### src/rtl/cpu_clk_gen.sv
// cpu_clk_gen: clock-enable and reset sequencer for the CPU core.
// Generates NUM_CH divided clock-enable pulses with companion 50%-duty
// tick clocks, a stretched reset, and run / single-step / halt control
// driven by a debounced push-button.
//
// Ports:
//   clk       board clock, single domain
//   rst       synchronous active-high reset
//   mode      00 run, 01 step, 10/11 halt
//   div       packed per-channel divisors, channel i at [i*DIV_W +: DIV_W]
//   step_btn  raw asynchronous push-button, active-high
//   ce        one-cycle clock-enable pulse per channel
//   tick_clk  per-channel derived clock, toggles after each ce pulse
//   rst_out   stretched reset for downstream logic
//   step_cnt  accepted single steps, wraps modulo 2^16
module cpu_clk_gen #(
  parameter int unsigned NUM_CH     = 2,
  parameter int unsigned DIV_W      = 16,
  parameter int unsigned RST_HOLD   = 16,
  parameter int unsigned DEB_CYCLES = 1000
) (
  input  logic                    clk,
  input  logic                    rst,
  input  logic [1:0]              mode,
  input  logic [NUM_CH*DIV_W-1:0] div,
  input  logic                    step_btn,
  output logic [NUM_CH-1:0]       ce,
  output logic [NUM_CH-1:0]       tick_clk,
  output logic                    rst_out,
  output logic [15:0]             step_cnt
);

  localparam int unsigned HOLD_W = $clog2(RST_HOLD + 1);
  localparam int unsigned DEB_W  = (DEB_CYCLES > 1) ? $clog2(DEB_CYCLES) : 1;
  localparam int unsigned STEP_W = 16;

  localparam logic [1:0] MODE_RUN  = 2'b00;
  localparam logic [1:0] MODE_STEP = 2'b01;

  logic [HOLD_W-1:0]             hold_cnt;
  logic [1:0]                    sync_q;
  logic [DEB_W-1:0]              deb_cnt;
  logic                          deb_state;
  logic                          deb_q;
  logic [1:0]                    mode_q;
  logic [NUM_CH-1:0][DIV_W-1:0]  cnt;
  logic [NUM_CH-1:0][DIV_W-1:0]  dlat;

  logic mode_chg_c;
  logic deb_rise_c;

  assign mode_chg_c = (mode != mode_q);
  assign deb_rise_c = deb_state & ~deb_q;

  // Reset stretch: rst_out stays high until RST_HOLD edges after rst falls.
  always_ff @(posedge clk) begin
    if (rst) begin
      hold_cnt <= '0;
      rst_out  <= 1'b1;
    end else begin
      rst_out <= (hold_cnt < HOLD_W'(RST_HOLD));
      if (hold_cnt < HOLD_W'(RST_HOLD)) begin
        hold_cnt <= hold_cnt + HOLD_W'(1);
      end
    end
  end

  // Two-flop synchroniser; keeps running during the reset stretch.
  always_ff @(posedge clk) begin
    if (rst) begin
      sync_q <= '0;
    end else begin
      sync_q <= {sync_q[0], step_btn};
    end
  end

  // Debounce: level must differ from the accepted state for DEB_CYCLES
  // consecutive edges; any return to the accepted level restarts the count.
  always_ff @(posedge clk) begin
    if (rst || rst_out) begin
      deb_cnt   <= '0;
      deb_state <= 1'b0;
      deb_q     <= 1'b0;
    end else begin
      deb_q <= deb_state;
      if (sync_q[1] == deb_state) begin
        deb_cnt <= '0;
      end else if (deb_cnt == DEB_W'(DEB_CYCLES - 1)) begin
        deb_state <= sync_q[1];
        deb_cnt   <= '0;
      end else begin
        deb_cnt <= deb_cnt + DEB_W'(1);
      end
    end
  end

  // Previous mode, used to detect any mode change.
  always_ff @(posedge clk) begin
    if (rst) begin
      mode_q <= MODE_RUN;
    end else begin
      mode_q <= mode;
    end
  end

  // Channel counters, ce generation, tick clocks and step counter.
  // A mode change takes priority over a coincident wrap or step.
  always_ff @(posedge clk) begin
    if (rst) begin
      cnt      <= '0;
      dlat     <= '0;
      ce       <= '0;
      tick_clk <= '0;
      step_cnt <= '0;
    end else begin
      tick_clk <= tick_clk ^ ce;
      ce       <= '0;
      if (rst_out || mode_chg_c) begin
        cnt  <= '0;
        dlat <= div;
      end else if (mode == MODE_RUN) begin
        for (int i = 0; i < int'(NUM_CH); i++) begin
          if (cnt[i] == dlat[i]) begin
            cnt[i]  <= '0;
            dlat[i] <= div[i*DIV_W +: DIV_W];
            ce[i]   <= 1'b1;
          end else begin
            cnt[i] <= cnt[i] + DIV_W'(1);
          end
        end
      end else if (mode == MODE_STEP) begin
        cnt  <= '0;
        dlat <= div;
        if (deb_rise_c) begin
          ce       <= '1;
          step_cnt <= step_cnt + STEP_W'(1);
        end
      end
      // Halt: counters frozen, no ce.
    end
  end

endmodule

### config.mk
export PLATFORM = sky130hd
export DESIGN_NAME = cpu_clk_gen
export DESIGN_NICKNAME = d
export VERILOG_FILES = /design/src/rtl/cpu_clk_gen.sv
export SDC_FILE = /design/constraint.sdc
export NUM_CORES = 1
export LEC_CHECK = 0
export CAP_MARGIN = 20
export CORE_ASPECT_RATIO = 1.2
export CORE_MARGIN = 4
export CORE_UTILIZATION = 35
export DETAILED_ROUTE_END_ITERATION = 8
export PLACE_DENSITY_LB_ADDON = 0.3
export SLEW_MARGIN = 15
export SYNTH_ARGS = -nofsm -noshare
export SYNTH_HDL_FRONTEND = slang
export SYNTH_SLANG_ARGS = --single-unit
### constraint.sdc
create_clock -name clk -period 2.1 [get_ports clk]
set_input_delay 0.42 -clock clk [delete_from_list [all_inputs] [get_ports clk]]
set_output_delay 0.42 -clock clk [all_outputs]
set_load 0.01 [all_outputs]
==> results.md, run 1 <==
* Setup WS post-layout at 0.117 ns
* Largest net degree at the start of global routing at 52
* # DRC at 0
* Fill count at 1495
* Total of max-cap violations at 0
* Met1 Use GR at 0.180
* CTS Buffer Depth at 2
* GRT Total Usage at 0.138
* WL/cell at 13.4 um
* Setup WS pre-CTS at -0.286 ns
* Busiest grt layer: met2
* Logic gate share of total power at 0.061
* Hold Path Class: in -> reg
* TritonCTS clock tree: built
* CTS H-Tree Depth at 3
* Setup TNS at 0 ns
* Arrival time worst endpoint at 2.27 ns
* Met2 Resource Use GR at 0.216
* Post-CTS Repair Setup Buffers at 0
* Clock net sink count at 106
* Met3 usage at 0.0428
* Worst Clk Skew at 0.0125 ns
* Clock root cell: clkbuf_16
* Total global routing overflow at 0
* Mapped Area at 5340 um2
* Net Switching at 961 uW
* Final estimated routing congestion in global placement at 0.825
* # nets final at 695
* Layout cells sized above 1 at 0.0866
* Relative slew slack at 0.707
* Period utilisation layout at 0.944
* # setup viols final at 0
* Final ANT Viol Nets at 0
* RSZ-0062 raised after global routing: false
* DIE AREA at 17300 um2
* Int Pwr at 3.03 mW
* Worst Path Max Fanout at 18
* LEAKAGE at 2.30 nW
* Number of global-route vias before repair at 4045
* Hold WS at 0.313 ns
* Via density at 4.92
* Path depth of the worst reg2reg path at 6
* Total power at 3.99 mW
* Initial antenna violation count at 0
* Post-Route WL at 11500 um
* First-pass GRT wire length at 19400 um
* Main synth FF type: dfxtp_1
* Final design utilization at 0.435
* Post-synth ARST share at 0
* YS warnings at 0
* Diodes inserted at 0
* Share of the synthesized area in the top cell type at 0.398
* Synth cell types at 46
* Post-synthesis sequential element count at 106
* WHS Path Cells at 2
* Drt first pass iters at 4
* Switching part of the total at 0.241
* F_max at 0.504 GHz
* Yosys top cell by area: dfxtp_1
* Die height at 143 um
* Synthesis-to-layout area growth at 22.0%
* Via count at 4242
* Clock network power share at 0.417
* Clock-pin slew on the worst setup and hold paths at 0.08 ns
* Seq/Total Area, Yosys at 0.398
* Status: finished clean
* HPWL after detailed placement at 8280 um
* Critical Path RT at 2.38 ns
* Row cnt at 49
* Num CTS Buffers at 9
* DR iter-0 viols at 268
* Syn Nets at 634
* Syn avg cell area at 9.01 um2
* Worst-Skew Late Latency at 0.36 ns
* Fin. max-slew vios at 0
* Final Hold Viols at 0
* Ranking of synthesized cells by area: dfxtp_1, xor2_1, mux2i_1
* Post-synth EDFFs at 0
* Worst setup SP type: primary input
* CP Class: in -> reg
* Synth Instances at 592
* Clock period minus worst slack at 1.98 ns
* VDD IR max at 360 uV
* # port buffers at 57
* Tightest Pin Transition at 0.435 ns
* Cell Pwr Density at 613 nW/um2
* Die X at 121 um
* Initial core utilization at 0.357
* I/O Pins at 58
* Sequential Power Share at 0.522
* Core Area at 15000 um2
* Crit path capture type: flip-flop
[power by group through the flow]
stage	Sequential (mW)	Combinational [mW]	Clock, mW
final	2.08	0.245	1.66
after global routing	2.09	0.271	1.80
after CTS	2.08	0.249	1.72
after detailed placement	2.13	0.247	0
after global placement	2.13	0.242	0
after floorplan	2.12	0.144	0
[final timing paths]
| check | endpoint | startpoint | slack (ns) |
|---|---|---|---|
| max | cnt[3]$_SDFFE_PP0P_ | mode[0] | 0.12 |
| min | mode_q[1]$_SDFF_PP0_ | rst | 0.31 |
| min reg2reg | sync_q[1]$_SDFF_PP0_ | sync_q[0]$_SDFF_PP0_ | 0.45 |
| max reg2reg | dlat[3]$_SDFFE_PP0P_ | cnt[13]$_SDFFE_PP0P_ | 0.22 |
[state kept, by name (all words and copies together) (netlist names), 2 cells and up]
register  count
mode_q        2
ce            2
cnt          32
sync_q        2
step_cnt     16
dlat         32
hold_cnt      5
tick_clk      2
deb_cnt      10
[what timing repair did]
item | CTS | global route
hold buffers | 0 | 0
gates resized for setup | 0 | 4
endpoints found under the setup margin | 0 | 3
[final cells by class]
class,count,area [um2],share of cell area
Clock buffer,9,225,0.0346
Multi-Input combinational cell,440,2990,0.459
Clock inverter,7,68.8,0.0106
Inverter,10,37.5,0.00576
Timing Repair Buffer,86,816,0.125
Sequential cell,106,2120,0.326
Tap cell,204,255,0.0392
[cells by family (layout without fill, tap and decap cells)]
group           after synthesis  in the layout  synth area share
xor+xnor                     71             71             0.117
fa+ha+maj                     5              5            0.0117
compound gates               42             42            0.0509
flops                       106            106             0.398
buf+inv                      46            112            0.0436
simple gates                277            277             0.295
mux                          45             45            0.0844
[critical path: stages]
cell and delay (ns):
clkdlybuf4s50_1 0.46, xor2_1 0.20, or4_4 0.50, nor3_4 0.18, buf_6 0.21, nand2_1 0.12
o21ai_0 0.18
[per-stage QoR]
| stage | cell area, um2 | instances |
|---|---|---|
| 6_report | 6510 | 862 |
| 5_1_grt | 6510 | 862 |
| 4_1_cts | 6500 | 862 |
| 3_5_place_dp | 6200 | 846 |
| 3_3_place_gp | 6200 | 846 |
| 2_1_floorplan | 5340 | 592 |
[layout by cell type, fill, tap and decap left out, drive strengths merged, types with 2 or more instances in the layout]
master and n:
a21oi 3, a31oi 14, a32o 2, and2 5, and3 8, and4 5
buf 30, clkbuf 9, clkdlybuf4s50 56, clkinv 3, dfxtp 106, ha 5
inv 14, mux2i 45, nand2 46, nand2b 66, nand3 25, nand3b 6
nand4 23, nand4b 3, nor2 45, nor2b 6, nor3 13, nor3b 3
nor4 16, o2111ai 2, o211ai 4, o21a 2, o21ai 10, o22ai 2
or2 3, or4 3, xnor2 16, xor2 55
[layer usage]
metal	share of wire	vias to the layer above
li1	-	2165
met1	0.48	1966
met2	0.45	93
met3	0.052	18
met4	0.018	0
met5	0	-
[cells in the mapped netlist, types with 5 or more instances]
master and count:
a31oi_1 14, and3_1 8, and4_1 5, buf_2 9, buf_6 6, clkbuf_1 19, dfxtp_1 106, ha_1 5
inv_1 10, mux2i_1 45, nand2_1 46, nand2b_1 66, nand3_1 25, nand3b_1 6, nand4_1 22, nor2_1 45
nor2b_1 6, nor3_1 12, nor4_1 11, o21ai_0 9, xnor2_1 16, xor2_1 55
Power figures use the tool's default switching activity.
==> inputs of run 2 (changes only) <==
- clock period: 2.1 -> 2.3 ns (I/O delays scaled with it)
==> run 2 against run 1 <==
Combinational power shrank 9.8%; clock power hardly changed; final area shrank 0.81%; cell count shrank 1.3%; sequential power fell by 9%; sequential cell count stayed put; register-to-register slack better by 0.17 ns; routed wire length shrank 0.61%; critical endpoint is now cnt[8]$_SDFFE_PP0P_.
==> results.md, run 2 (synthesis results as in run 1) <==
* Status: finished clean (unchanged)
* First-pass GRT wire length at 19900 um (was 19400 um)
* VDD IR max at 286 uV (was 360 uV)
* Cell Pwr Density at 582 nW/um2 (was 613 nW/um2)
* Setup TNS at 0 ns (unchanged)
* Diodes inserted at 0 (unchanged)
* Critical Path RT at 2.58 ns (was 2.38 ns)
* Synthesis-to-layout area growth at 21.1% (was 22.0%)
* Arrival time worst endpoint at 2.32 ns (was 2.27 ns)
* Final ANT Viol Nets at 0 (unchanged)
* Drt first pass iters at 4 (unchanged)
* CTS H-Tree Depth at 3 (unchanged)
* Final Hold Viols at 0 (unchanged)
* Core Area at 15000 um2 (unchanged)
* Clock period minus worst slack at 2.04 ns
* # nets final at 684 (was 695)
* Commonest non-fill, non-tap cell in the layout: dfxtp_1 (unchanged)
* TritonCTS clock tree: built (unchanged)
* Hold buffers post-CTS at 0 (unchanged)
* GRT Total Usage at 0.141 (was 0.138)
* Crit path capture type: flip-flop (unchanged)
* # DRC at 0 (unchanged)
* Cells after DPL at 835 (was 846)
* HPWL after detailed placement at 8320 um (was 8280 um)
* Clock net sink count at 106 (unchanged)
* Period utilisation layout at 0.888
* Worst setup SP type: primary input (unchanged)
* Initial core utilization at 0.357 (unchanged)
* Worst-Skew Late Latency at 0.36 ns (about the same)
* CTS Buffer Depth at 2 (unchanged)
* Worst Clk Skew at 0.00891 ns (was 0.0125 ns)
* Total of max-cap violations at 0 (unchanged)
* Layout cells sized above 1 at 0.0711 (was 0.0866)
* CTS resizes at 0 (unchanged)
* RSZ-0062 raised after global routing: false (unchanged)
* Via density at 4.88 (was 4.92)
* Tightest Pin Transition at 0.486 ns (was 0.435 ns)
* Relative slew slack at 0.676 (was 0.707)
* Total power at 3.76 mW (was 3.99 mW)
* Hold Path Class: in -> reg (unchanged)
* Initial antenna violation count at 0 (unchanged)
* Clock-pin slew on the worst setup and hold paths at 0.08 ns (about the same)
* Via count at 4152 (was 4242)
* Post-Route WL at 11500 um (about the same)
* Finished Layout Cells at 851 (was 862)
* # setup viols final at 0 (unchanged)
* Most frequent cells in the layout: dfxtp_1, nand2b_1, clkdlybuf4s50_1, xor2_1, nand2_1 (unchanged)
* Fin. max-slew vios at 0 (unchanged)
* CP Class: in -> reg (unchanged)
* Regs by FF count: cnt x32, dlat x32, step_cnt x16 (unchanged)
* Worst Path Max Fanout at 18 (unchanged)
* Fill count at 1500 (was 1495)
* Row cnt at 49 (unchanged)
* Die height at 143 um (unchanged)
* Final estimated routing congestion in global placement at 0.829 (was 0.825)
* Reg area at 2120 um2 (unchanged)
* # port buffers at 57 (unchanged)
* Die X at 121 um (unchanged)
* Total global routing overflow at 0 (unchanged)
* WL/cell at 13.5 um (was 13.4 um)
* Clock root cell: clkbuf_16 (unchanged)
* I/O Pins at 58 (unchanged)
* Footprint of the multi-input gates at 2980 um2 (was 2990 um2)
* Number of global-route vias before repair at 4148 (was 4045)
* Num CTS Buffers at 9 (unchanged)
* Post-CTS Repair Setup Buffers at 0 (unchanged)
* DR iter-0 viols at 203 (was 268)
* F_max at 0.490 GHz
* LEAKAGE at 2.25 nW (was 2.30 nW)
* Hold WS at 0.364 ns (was 0.313 ns)
* Largest net degree at the start of global routing at 61 (was 52)
* DIE AREA at 17300 um2 (unchanged)
run 2: worst paths after layout:
path | start | end | slack [ns] | cells after the start
max | mode[0] | cnt[8]$_SDFFE_PP0P_ | 0.26 | 7
min | rst | mode_q[1]$_SDFF_PP0_ | 0.36 | 2
max reg2reg | cnt[11]$_SDFFE_PP0P_ | dlat[9]$_SDFFE_PP0P_ | 0.39 | 6
min reg2reg | sync_q[0]$_SDFF_PP0_ | sync_q[1]$_SDFF_PP0_ | 0.45 | 1
run 2: critical path, cell delays in order:
cell,delay [ns]
clkdlybuf4s50_1,0.46
xor2_1,0.20
or4_4,0.49
nor3_2,0.15
buf_4,0.25
nand2_1,0.12
o21ai_0,0.18
run 2: area by class of cell:
cell class | instances | area share
inverter | 10 | 0.00581
tap | 204 | 0.0395
sequential | 106 | 0.329
multi-input combinational | 440 | 0.461
timing repair buffer | 75 | 0.114
clock buffer | 9 | 0.0349
clock inverter | 7 | 0.0155
run 2: per-layer routing:
| layer | track usage | part of all wire | vias to the layer above |
|---|---|---|---|
| met3 | 0.0353 | 0.044 | 13 |
| li1 | - | - | 2144 |
| met5 | 0 | 0 | - |
| met1 | 0.178 | 0.47 | 1920 |
| met2 | 0.228 | 0.47 | 75 |
| met4 | 0.0626 | 0.019 | 0 |
run 2: report_power, final:
part           leakage, nW  switching [mW]  internal [mW]
Clock                0.158           0.759          0.878
Sequential           0.864          0.0282           1.87
Combinational         1.23          0.0926          0.129
run 2: stage by stage:
step                      utilization  cell area (um2)  setup slack, ns
final                           0.432             6460            0.259
after CTS                       0.432             6460            0.247
after floorplan                     -             5340            0.366
after global placement          0.410             6130          -0.0775
after detailed placement        0.410             6130           -0.128
after global routing            0.432             6460           0.0902
==> inputs of run 3 (changes only) <==
- CELL_PAD_IN_SITES_DETAIL_PLACEMENT: not set -> 1
- CELL_PAD_IN_SITES_GLOBAL_PLACEMENT: not set -> 1
==> run 3 against run 2 <==
Clock skew shrank 0.00095 ns; largest power group unchanged; sequential cell count is the same; highest routed layer unchanged; via count grew 3.8%; core utilization grew 0.075 points; maximum frequency shrank 4.3%; critical path type unchanged; setup slack lost 0.091 ns; worst hold slack gained 0.024 ns.
==> results.md, run 3 (synthesis results as in run 1) <==
* Final design utilization at 0.433 (was 0.432)
* Relative slew slack at 0.678 (was 0.676)
* Footprint of the multi-input gates at 2980 um2 (unchanged)
* Worst path bufs/invs at 2 (unchanged)
* WL/cell at 15.2 um (was 13.5 um)
* Sequential Power Share at 0.496 (was 0.506)
* Final estimated routing congestion in global placement at 0.784 (was 0.829)
* Via density at 5.04 (was 4.88)
* Number of global-route vias before repair at 4573 (was 4148)
* Commonest non-fill, non-tap cell in the layout: dfxtp_1 (unchanged)
* Drt first pass iters at 4 (unchanged)
* Final ANT Viol Nets at 0 (unchanged)
* Row cnt at 49 (unchanged)
* Fill count at 1796 (was 1500)
* Worst setup SP type: primary input (unchanged)
* GRT Total Usage at 0.157 (was 0.141)
* DR iter-0 viols at 116 (was 203)
* Hold buffers post-CTS at 0 (unchanged)
* Num CTS Buffers at 9 (unchanged)
* TritonCTS clock tree: built (unchanged)
* F_max at 0.469 GHz (was 0.490 GHz)
* Net Switching at 866 uW (was 880 uW)
* Clock period minus worst slack at 2.13 ns (was 2.04 ns)
* CTS Buffer Depth at 2 (unchanged)
* Die X at 121 um (unchanged)
* Setup WS post-layout at 0.167 ns (was 0.259 ns)
* Core Area at 15000 um2 (unchanged)
* Hold Path Class: in -> reg (unchanged)
* Clock net sink count at 106 (unchanged)
* Tightest Pin Transition at 0.479 ns (was 0.486 ns)
* # DRC at 0 (unchanged)
* Layout cells sized above 1 at 0.0754 (was 0.0711)
* Switching part of the total at 0.226 (was 0.234)
* Clock network power share at 0.446 (was 0.436)
* RSZ-0062 raised after global routing: false (unchanged)
* Total power at 3.83 mW (was 3.76 mW)
* Worst Clk Skew at 0.00795 ns (was 0.00891 ns)
* Post-CTS Repair Setup Buffers at 0 (unchanged)
* # setup viols final at 0 (unchanged)
* Largest net degree at the start of global routing at 54 (was 61)
* Cell Chain, Critical Path: clkdlybuf4s50_1, xor2_1, or4_4, nor3_2, buf_4, nand2_1, o21ai_0 (unchanged)
* Regs by FF count: cnt x32, dlat x32, step_cnt x16 (unchanged)
* I/O Pins at 58 (unchanged)
* Reg area at 2120 um2 (unchanged)
* # port buffers at 57 (unchanged)
* Cells after DPL at 838 (was 835)
* Post-Route WL at 13000 um (was 11500 um)
* Arrival time worst endpoint at 2.40 ns (was 2.32 ns)
* Status: finished clean (unchanged)
* Worst-Skew Late Latency at 0.36 ns (about the same)
* Worst Path Max Fanout at 18 (unchanged)
* LEAKAGE at 2.27 nW (was 2.25 nW)
* Int Pwr at 2.97 mW (was 2.88 mW)
* Clock root cell: clkbuf_16 (unchanged)
* First-pass GRT wire length at 22000 um (was 19900 um)
* Most frequent cells in the layout: dfxtp_1, nand2b_1, clkdlybuf4s50_1, xor2_1, nand2_1 (unchanged)
* Crit path max-delay family: simple AND/OR/NAND/NOR gates (unchanged)
* VDD IR max at 327 uV (was 286 uV)
* CTS H-Tree Depth at 3 (unchanged)
* Slowest Stage Delay on Critical Path at 0.50 ns (was 0.49 ns)
* HPWL after detailed placement at 9520 um (was 8320 um)
* CP Class: in -> reg (unchanged)
* Period utilisation layout at 0.927 (was 0.888)
* Final Hold Viols at 0 (unchanged)
* Die height at 143 um (unchanged)
* Initial antenna violation count at 0 (unchanged)
* # nets final at 687 (was 684)
* Via count at 4308 (was 4152)
* Crit path capture type: flip-flop (unchanged)
* DIE AREA at 17300 um2 (unchanged)
* CP max stage cell: or4_4 (unchanged)
* CTS resizes at 0 (unchanged)
* Synthesis-to-layout area growth at 21.3% (was 21.1%)
* Critical Path RT at 2.57 ns (was 2.58 ns)
* Placed cell area at 6140 um2 (was 6130 um2)
* Fin area at 6470 um2 (was 6460 um2)
* Setup WS pre-CTS at -0.186 ns (was -0.128 ns)
* Cell Pwr Density at 593 nW/um2 (was 582 nW/um2)
* Total of max-cap violations at 0 (unchanged)
* Fin. max-slew vios at 0 (unchanged)
* Finished Layout Cells at 854 (was 851)
* Logic gate share of total power at 0.059 (about the same)
* Total global routing overflow at 0 (unchanged)
* Clock-pin slew on the worst setup and hold paths at 0.07 ns (was 0.08 ns)
* Initial core utilization at 0.357 (unchanged)
* Diodes inserted at 0 (unchanged)
==> run 3: changes by cell type in the layout (fill, tap and decap cells not counted) <==
cell,previous run,this run
buf_4,15,19
clkinv_8,2,0
buf_12,3,2
bufinv_16,1,2
clkinv_2,0,1
clkinv_4,2,1
clkinvlp_4,0,1
==> run 3: area by class of cell <==
class / instances / area share
Sequential cell: 106 / 0.328
Timing Repair Buffer: 78 / 0.116
Tap cell: 204 / 0.0395
Multi-Input combinational cell: 440 / 0.461
Inverter: 10 / 0.00580
Clock buffer: 9 / 0.0348
Clock inverter: 7 / 0.0157
==> run 3: per-stage QoR <==
step / TNS [ns] / hold WS [ns]
3_3_place_gp: -1.03 / 0.432
4_1_cts: 0 / 0.378
3_5_place_dp: -3.16 / 0.443
6_report: 0 / 0.388
2_1_floorplan: 0 / 0.414
5_1_grt: 0 / 0.404
==> run 3: path summary, 6_finish.rpt <==
| path | start | endpoint | slack (ns) | cells after the start |
|---|---|---|---|---|
| max | mode[0] | cnt[8]$_SDFFE_PP0P_ | 0.17 | 7 |
| max reg2reg | cnt[11]$_SDFFE_PP0P_ | dlat[11]$_SDFFE_PP0P_ | 0.36 | 6 |
| min | rst | mode_q[0]$_SDFF_PP0_ | 0.39 | 2 |
| min reg2reg | sync_q[0]$_SDFF_PP0_ | sync_q[1]$_SDFF_PP0_ | 0.45 | 1 |
==> run 3: power groups by stage <==
stage,logic (mW),registers [mW],clock network [mW]
2_1_floorplan,0.132,1.94,0
3_3_place_gp,0.220,1.94,0
3_5_place_dp,0.229,1.94,0
4_1_cts,0.231,1.90,1.77
5_1_grt,0.249,1.91,1.84
6_report,0.225,1.90,1.71
==> run 3: metal layers <==
metal	up-vias	part of all wire	track usage
met2	56	0.51	0.280
met4	0	0.018	0.0662
met1	2093	0.45	0.183
met3	16	0.026	0.0293
met5	-	0	0
li1	2143	-	-
